[src/rtl/oh_ser2par_pkg.sv]
// ---------------------------------------------------------------------------
// oh_ser2par_pkg
// Shared definitions for the serial-to-parallel controller and its datapath.
//   state_t           : controller state encoding
//   ST_IDLE/SHIFT/STALL : state encodings
// ---------------------------------------------------------------------------
package oh_ser2par_pkg;

  typedef logic [1:0] state_t;

  localparam state_t ST_IDLE  = 2'd0;  // waiting for a start-of-frame beat
  localparam state_t ST_SHIFT = 2'd1;  // assembling beats into the shifter
  localparam state_t ST_STALL = 2'd2;  // full word waiting on a busy holding reg

endpackage : oh_ser2par_pkg

[src/rtl/oh_ser2par.sv]
// ---------------------------------------------------------------------------
// oh_ser2par
// Datapath: beat shifter plus output holding register.
//   clk, reset  : rising-edge clock, async active-high reset
//   lsbfirst_i  : 1 = first beat lands in the low bits of the word
//   shift_i     : push din_i into the shifter this cycle
//   load_i      : copy the current (pre-shift) shifter value into holding
//   din_i       : serial beat
//   dout_o      : holding register contents
// ---------------------------------------------------------------------------
module oh_ser2par #(
  parameter int PW = 64,
  parameter int SW = 8
) (
  input  logic          clk,
  input  logic          reset,
  input  logic          lsbfirst_i,
  input  logic          shift_i,
  input  logic          load_i,
  input  logic [SW-1:0] din_i,
  output logic [PW-1:0] dout_o
);

  logic [PW-1:0] shift_q, shift_d;
  logic [PW-1:0] hold_q;

  // LSB-first: new beats enter at the top and move down, so after N beats the
  // first one sits at [SW-1:0]. MSB-first is the mirror image.
  always_comb begin
    shift_d = lsbfirst_i ? {din_i, shift_q[PW-1:SW]}
                         : {shift_q[PW-SW-1:0], din_i};
  end

  // NOTE: sequential state uses non-blocking assignments so that the holding
  // register captures the pre-shift value when load and shift coincide.
  always_ff @(posedge clk or posedge reset) begin
    if (reset) begin
      shift_q <= '0;
      hold_q  <= '0;
    end else begin
      if (shift_i) shift_q <= shift_d;
      if (load_i)  hold_q  <= shift_q;
    end
  end

  assign dout_o = hold_q;

endmodule : oh_ser2par

[src/rtl/oh_ser2par_ctrl.sv]
// ---------------------------------------------------------------------------
// oh_ser2par_ctrl
// Frames serial beats into PW-bit words with a one-entry output holding reg.
//   clk, reset        : rising-edge clock, async active-high reset
//   enable            : controller enable (0 drops any partial frame)
//   lsbfirst          : beat order, static while enabled
//   din/din_valid/din_sof/din_ready : serial input handshake
//   dout/dout_valid/dout_ready      : parallel output handshake
//   frame_err/err_clear             : sticky framing error and its clear
// ---------------------------------------------------------------------------
module oh_ser2par_ctrl
  import oh_ser2par_pkg::*;
#(
  parameter int PW = 64,
  parameter int SW = 8
) (
  input  logic          clk,
  input  logic          reset,
  input  logic          enable,
  input  logic          lsbfirst,
  input  logic [SW-1:0] din,
  input  logic          din_valid,
  input  logic          din_sof,
  output logic          din_ready,
  output logic [PW-1:0] dout,
  output logic          dout_valid,
  input  logic          dout_ready,
  output logic          frame_err,
  input  logic          err_clear
);

  localparam int            N    = PW / SW;
  localparam int            CW   = $clog2(N);
  localparam logic [CW-1:0] LAST = CW'(N - 1);
  localparam logic [CW-1:0] ONE  = CW'(1);

  state_t        state_q, state_d;
  logic [CW-1:0] count_q, count_d;
  logic          load_pend_q, load_pend_d;
  logic          dout_valid_q, dout_valid_d;
  logic          frame_err_q, frame_err_d;

  logic hold_free, load, accept, shift, err_set;

  // State register
  always_ff @(posedge clk or posedge reset) begin
    if (reset) begin
      state_q      <= ST_IDLE;
      count_q      <= '0;
      load_pend_q  <= 1'b0;
      dout_valid_q <= 1'b0;
      frame_err_q  <= 1'b0;
    end else begin
      state_q      <= state_d;
      count_q      <= count_d;
      load_pend_q  <= load_pend_d;
      dout_valid_q <= dout_valid_d;
      frame_err_q  <= frame_err_d;
    end
  end

  // Output / handshake logic
  always_comb begin
    hold_free = !dout_valid_q || dout_ready;
    load      = load_pend_q && hold_free;
    // A finished word that cannot move yet blocks new beats in any state, so
    // the shifter stays frozen until the holding register takes it.
    din_ready = !reset && (state_q != ST_STALL) && !(load_pend_q && !hold_free);
    accept    = din_valid && din_ready;
    case (state_q)
      ST_IDLE:  shift = accept && din_sof && enable;
      ST_SHIFT: shift = accept && enable;
      default:  shift = 1'b0;
    endcase
  end

  // Next-state logic
  // NOTE: every signal gets a default before the case so no latch is inferred.
  always_comb begin
    state_d     = state_q;
    count_d     = count_q;
    load_pend_d = load_pend_q && !load;
    err_set     = 1'b0;
    case (state_q)
      ST_IDLE: begin
        count_d = '0;
        if (accept && din_sof && enable) begin
          state_d = ST_SHIFT;
          count_d = ONE;
        end
      end
      ST_SHIFT: begin
        if (!enable) begin
          state_d = ST_IDLE;
          count_d = '0;
        end else if (load_pend_q && !hold_free) begin
          state_d = ST_STALL;
        end else if (accept) begin
          if (din_sof && (count_q != '0)) begin
            // Premature start: drop the partial frame, this beat starts anew.
            err_set = 1'b1;
            count_d = ONE;
          end else if (count_q == LAST) begin
            count_d     = '0;
            load_pend_d = 1'b1;
          end else begin
            count_d = count_q + ONE;
          end
        end
      end
      ST_STALL: begin
        if (!enable) begin
          state_d = ST_IDLE;
          count_d = '0;
        end else if (dout_ready) begin
          state_d = ST_SHIFT;
        end
      end
      default: begin
        state_d = ST_IDLE;
        count_d = '0;
      end
    endcase
    // A load alongside a transfer keeps the register occupied with the new word.
    dout_valid_d = load || (dout_valid_q && !dout_ready);
    frame_err_d  = err_set || (frame_err_q && !err_clear);
  end

  oh_ser2par #(
    .PW (PW),
    .SW (SW)
  ) u_dp (
    .clk        (clk),
    .reset      (reset),
    .lsbfirst_i (lsbfirst),
    .shift_i    (shift),
    .load_i     (load),
    .din_i      (din),
    .dout_o     (dout)
  );

  assign dout_valid = dout_valid_q;
  assign frame_err  = frame_err_q;

endmodule : oh_ser2par_ctrl

[config.mk]
export PLATFORM = sky130hd
export DESIGN_NAME = oh_ser2par_ctrl
export DESIGN_NICKNAME = d
export VERILOG_FILES = /design/src/rtl/oh_ser2par_pkg.sv /design/src/rtl/oh_ser2par.sv /design/src/rtl/oh_ser2par_ctrl.sv
export SDC_FILE = /design/constraint.sdc
export NUM_CORES = 1
export LEC_CHECK = 0
export CELL_PAD_IN_SITES_DETAIL_PLACEMENT = 1
export CELL_PAD_IN_SITES_GLOBAL_PLACEMENT = 1
export CORE_MARGIN = 3
export CORE_UTILIZATION = 41
export CTS_BUF_LIST = sky130_fd_sc_hd__clkbuf_2
export CTS_CLUSTER_DIAMETER = 50
export DETAILED_ROUTE_END_ITERATION = 7
export PLACE_DENSITY = 0.83
export SLEW_MARGIN = 20
export SYNTH_ARGS = -nofsm -noshare
export SYNTH_HDL_FRONTEND = slang
export SYNTH_SLANG_ARGS = --single-unit
[constraint.sdc]
create_clock -name clk -period 5.1 [get_ports clk]
set_input_delay 0.765 -clock clk [delete_from_list [all_inputs] [get_ports clk]]
set_output_delay 0.765 -clock clk [all_outputs]
set_load 0.02 [all_outputs]
Yosys cells after proc, flatten, opt, wreduce, memory -nomap -nowiden:

Cells that the tools add are included.

* add/subtract/negate cells: 1
* equal/unequal tests: 10
* muxes and demuxes: 27
* reductions and logical operators: 26

Operators with widths (number)
* $mux 64: 1
* $mux 3: 6
* $logic_and 1x1->1: 12
* $mux 1: 12
* $ne 3x3->1 const B: 4
* $mux 2: 5
* $pmux 3 s3: 1
* $logic_not 1->1: 7
* $ne 2x2->1 const B: 3
* $pmux 2 s3: 1
* $reduce_and 3->1: 2
* $add 3x1->3 const B: 1
* $eq 3x3->1 const B: 1
* $logic_or 1x1->1: 3
* $reduce_bool 3->1: 1
* $eq 2x1->1 const B: 1
* $eq 2x2->1 const B: 1
* $logic_not 2->1: 1
* $pmux 1 s2: 1

* flip-flop bits (word level): 136
* bits of input ports: 16
* output and inout bits: 67
* logic and storage cells: 71

Logic depth before layout (Yosys ltp):

* depth in word-level cells: 12
* gate-level depth with buffers: 5
* gate-level depth less buffers: 5

Modules after synthesis:

From an unflattened synthesis, not the netlist that was laid out.

* cells, all modules: 463
* area, all modules: 5849.4 sq um

Modules (own cells, without submodules)
* oh_ser2par: times used 1, cells an instance 413, area an instance 5367.6 sq um, seq. area each 3203.1 sq um
* oh_ser2par_ctrl: times used 1, cells an instance 50, area an instance 481.7 sq um, seq. area each 200.2 sq um

Worst setup path before layout:

OpenSTA, ideal clock, no wires.

* kind: in2out
* start point: input port dout_ready
* end point: output port din_ready
* arrival: 1427 ps
* required time: 4335 ps
* setup slack: 2908 ps
* cell stages on the path: 2
* buffers on the path: 0
* cells stage by stage: and3b_1 nor3_1

* word-level cells in the longest chain between the ends: 5

Ends and longest elaborated chain
* start, declared: line oh_ser2par_ctrl.sv:27 `input logic dout_ready,`
* $logic_or 1x1->1: line oh_ser2par_ctrl.sv:64 `hold_free = !dout_valid_q || dout_ready;`
* $logic_not 1->1: line oh_ser2par_ctrl.sv:68 `din_ready = !reset && (state_q != ST_STALL) && !(load_pend_q && !hold_free);`
* $logic_and 1x1->1: line oh_ser2par_ctrl.sv:68
* $logic_not 1->1: line oh_ser2par_ctrl.sv:68
* $logic_and 1x1->1: line oh_ser2par_ctrl.sv:68
* end, declared: line oh_ser2par_ctrl.sv:24 `output logic din_ready,`

No other way between the ends.

Worst setup path after layout:

Ends and elaborated chain as after synthesis.

==> key figures <==
Timing
  • Final worst-path cycle share: 61.9%
  • Slew margin rel.: 26.9%
  • Unrepaired setup endpoints after global routing: no
  • Worst-margin pin slew: 1.10 ns
  • Tmin final: 3.16 ns
  • Slew Limit Fails: 0
  • Final Hold Viols: 0
  • Clock Skews: 0.0221 ns
  • Max Fclk: 0.317 GHz
  • Fin Setup TNS: 0 ns
  • Final setup viols: 0

Finish
  • Post-layout nets: 492
  • Area of the multi-input gates: 2610 um2
  • Final Core Density: 49.9%
  • Fillers: 1,426
  • Most frequent cells in the layout: mux2_2 (143), dfrtp_1 (136), clkdlybuf4s50_1 (81)
  • P&R area growth vs syn: 17.7%
  • Fraction of layout cells with a size suffix above 1: 47.1%
  • ANT cells: 0
  • Register Area: 3400 um2
  • Commonest non-fill, non-tap cell in the layout: mux2_2

Floorplan
  • Die height: 129 um
  • Row Count: 44
  • Num ports: 83
  • Die Wd: 129 um
  • Die Area: 16,700 um2
  • Initial core utilization: 42.4%
  • Core area: 14,700 um2

Clocking
  • Num CTS Buffers: 17
  • # clock sinks: 136
  • CTS resizes: 0
  • H-tree levels: 4
  • Hold Buf Count CTS: 0
  • CTS Root Cell: clkbuf_2
  • CTS clk-pin slew, worst paths: 0.18 ns
  • Insertion delay to the later sink of the worst-skew pair: 0.68 ns
  • CTS tree: yes
  • Setup bufs post-CTS: 0
  • Longest Clk Path Bufs: 2

Critical path
  • Startpoint Class: primary input
  • Crit-path cells: clkdlybuf4s50_1 > and3b_1 > nor3_1 > clkdlybuf4s50_1
  • CP max stage cell: clkdlybuf4s50_1
  • Delay-heaviest family, CP: buffers and inverters
  • CP most frequent cell: clkdlybuf4s50_1
  • Required time of the critical path: 4.34 ns
  • Critical Path AT: 2.39 ns
  • Largest stage delay, worst path: 0.65 ns
  • Largest fanout on the critical path: 5
  • Worst path buffer plus inverter count: 2
  • Crit path kind: primary input to output port
  • Crit. End Element: output port

Global route
  • Global-route wire length before repair: 20,600 um
  • Largest net degree at the start of global routing: 110
  • Global Route Usage Sum: 15.9%
  • Vias in the first global route: 3,867
  • Total congestion overflow: 0
  • Number of antenna violations at the first check in global routing: 0

Logic synthesis
  • Yosys top cell by area: dfrtp_1
  • Top cells by area, synth: dfrtp_1 (55%), mux2_2 (26%), mux2_4 (12%), buf_12 (1.6%), buf_2 (0.72%)
  • Yosys Warn Count: 0
  • Netlist cell types: 33
  • Top-area cell type share of the netlist area: 54.6%
  • Yosys reg bits: 136
  • Syn_nets: 408
  • Sequential share of the synthesized area: 54.6%
  • Avg Cell Area, Syn: 16.0 um2
  • EDFF count, synth: 0
  • Synth Flop Type: dfrtp_1
  • Syn Inst Count: 389
  • Synthesized area: 6230 um2
  • Asr flop ratio synth: 100%

Routing
  • Final wirelength: 12,300 um
  • Routed len/inst: 18.4 um
  • 1st-iter DRT viols: 88
  • Antenna viol nets, final: 0
  • Routed vias: 3,474
  • First-pass detailed-route iteration total: 4
  • Vias/cell: 5.19
  • Post-route DRC: 0

Placement
  • DP HPWL: 8410 um
  • GPL Wtd Cong: 0.752
  • IO Port Bufs: 82

Pwr
  • Sw frac: 26.3%
  • Switching Power: 0.577 mW
  • Final Total Pwr: 2.19 mW
  • Worst vdd ir: 0.150 mV
  • Pwr/cell area: 299 nW/um2
  • Comb power frac: 14.3%
  • Reg power frac: 59.1%
  • Clk pwr share: 26.5%
  • Standby leakage power: 3.54 nW
  • Int Power: 1.61 mW

Worst hold path
  • Worst Hold Class: register to register

Run
  • Maxcap violations: 0

Outcome
  • Status: complete, no violations
[synthesized netlist by cell type (2+ instances only)]
master    instances
nor2b_1           3
dfrtp_1         136
mux2_2          143
buf_12            5
clkbuf_1          5
ha_1              3
mux2_4           49
nand2b_1          3
buf_2             9
o32ai_1           2
inv_1             9
[power groups by stage]
stage               Clock [mW]  Combinational, mW  Sequential, mW
floorplan                    0              0.275            1.27
global placement             0              0.299            1.31
detailed placement           0              0.319            1.32
CTS                      0.609              0.320            1.30
global route             0.663              0.344            1.32
finish                   0.582              0.314            1.30
[logic make-up after synthesis]
family                   share of synthesized area (%)
adder cells (fa/ha/maj)                          0.603
multiplexers                                      37.7
flip-flops                                        54.6
AO/OA/AOI/OAI                                     1.55
buffers and inverters                             3.54
XOR/XNOR                                         0.141
AND/OR/NAND/NOR                                   1.87
[per-layer routing]
| layer | routed length (um) | GRT usage, % | vias up |
|---|---|---|---|
| met4 | 235 | 6.11 | 0 |
| met5 | 0 | 0 | - |
| met2 | 5750 | 24.1 | 67 |
| li1 | - | - | 1571 |
| met3 | 507 | 4.62 | 23 |
| met1 | 5820 | 21.8 | 1813 |
[metrics by stage]
| step | cells | hold WS, ns | area [um2] | setup WS [ns] |
|---|---|---|---|---|
| 2_1_floorplan | 389 | 0.493 | 6230 | 0.696 |
| 3_3_place_gp | 638 | 0.492 | 7130 | 1.94 |
| 3_5_place_dp | 638 | 0.493 | 7130 | 1.86 |
| 4_1_cts | 670 | 0.533 | 7330 | 1.94 |
| 5_1_grt | 670 | 0.555 | 7330 | 1.87 |
| 6_report | 670 | 0.526 | 7330 | 1.94 |
[layout make-up]
type / instances / share of cell area, %
flip-flops and latches: 136 / 46.4
clock inverters: 13 / 1.52
inverters: 9 / 0.529
clock buffers: 19 / 1.30
multi-input cells: 223 / 35.6
well taps: 184 / 3.14
repair buffers: 86 / 11.5
[registers in the layout, summed over array words and instances, names as in the netlist]
register,count
state_q,2
load_pend_q,1
dout_valid,1
count_q,3
u_dp.shift_q,64
frame_err,1
u_dp.dout_o,64
[path summary, 6_finish.rpt]
kind                           startpoint               to  slack, ns  depth (start not counted)
setup / recovery               dout_ready        din_ready       1.94                          4
hold / removal             u_dp.dout_o[9]   u_dp.dout_o[9]       0.53                          1
setup reg to reg               state_q[1]  u_dp.shift_q[0]       2.74                          4
hold reg to reg            u_dp.dout_o[9]   u_dp.dout_o[9]       0.53                          1
max in group asynchronous           reset  u_dp.shift_q[8]       3.38                          3
min in group asynchronous           reset      load_pend_q       0.76                          2
Note: power is estimated with default switching activity, not from simulation.
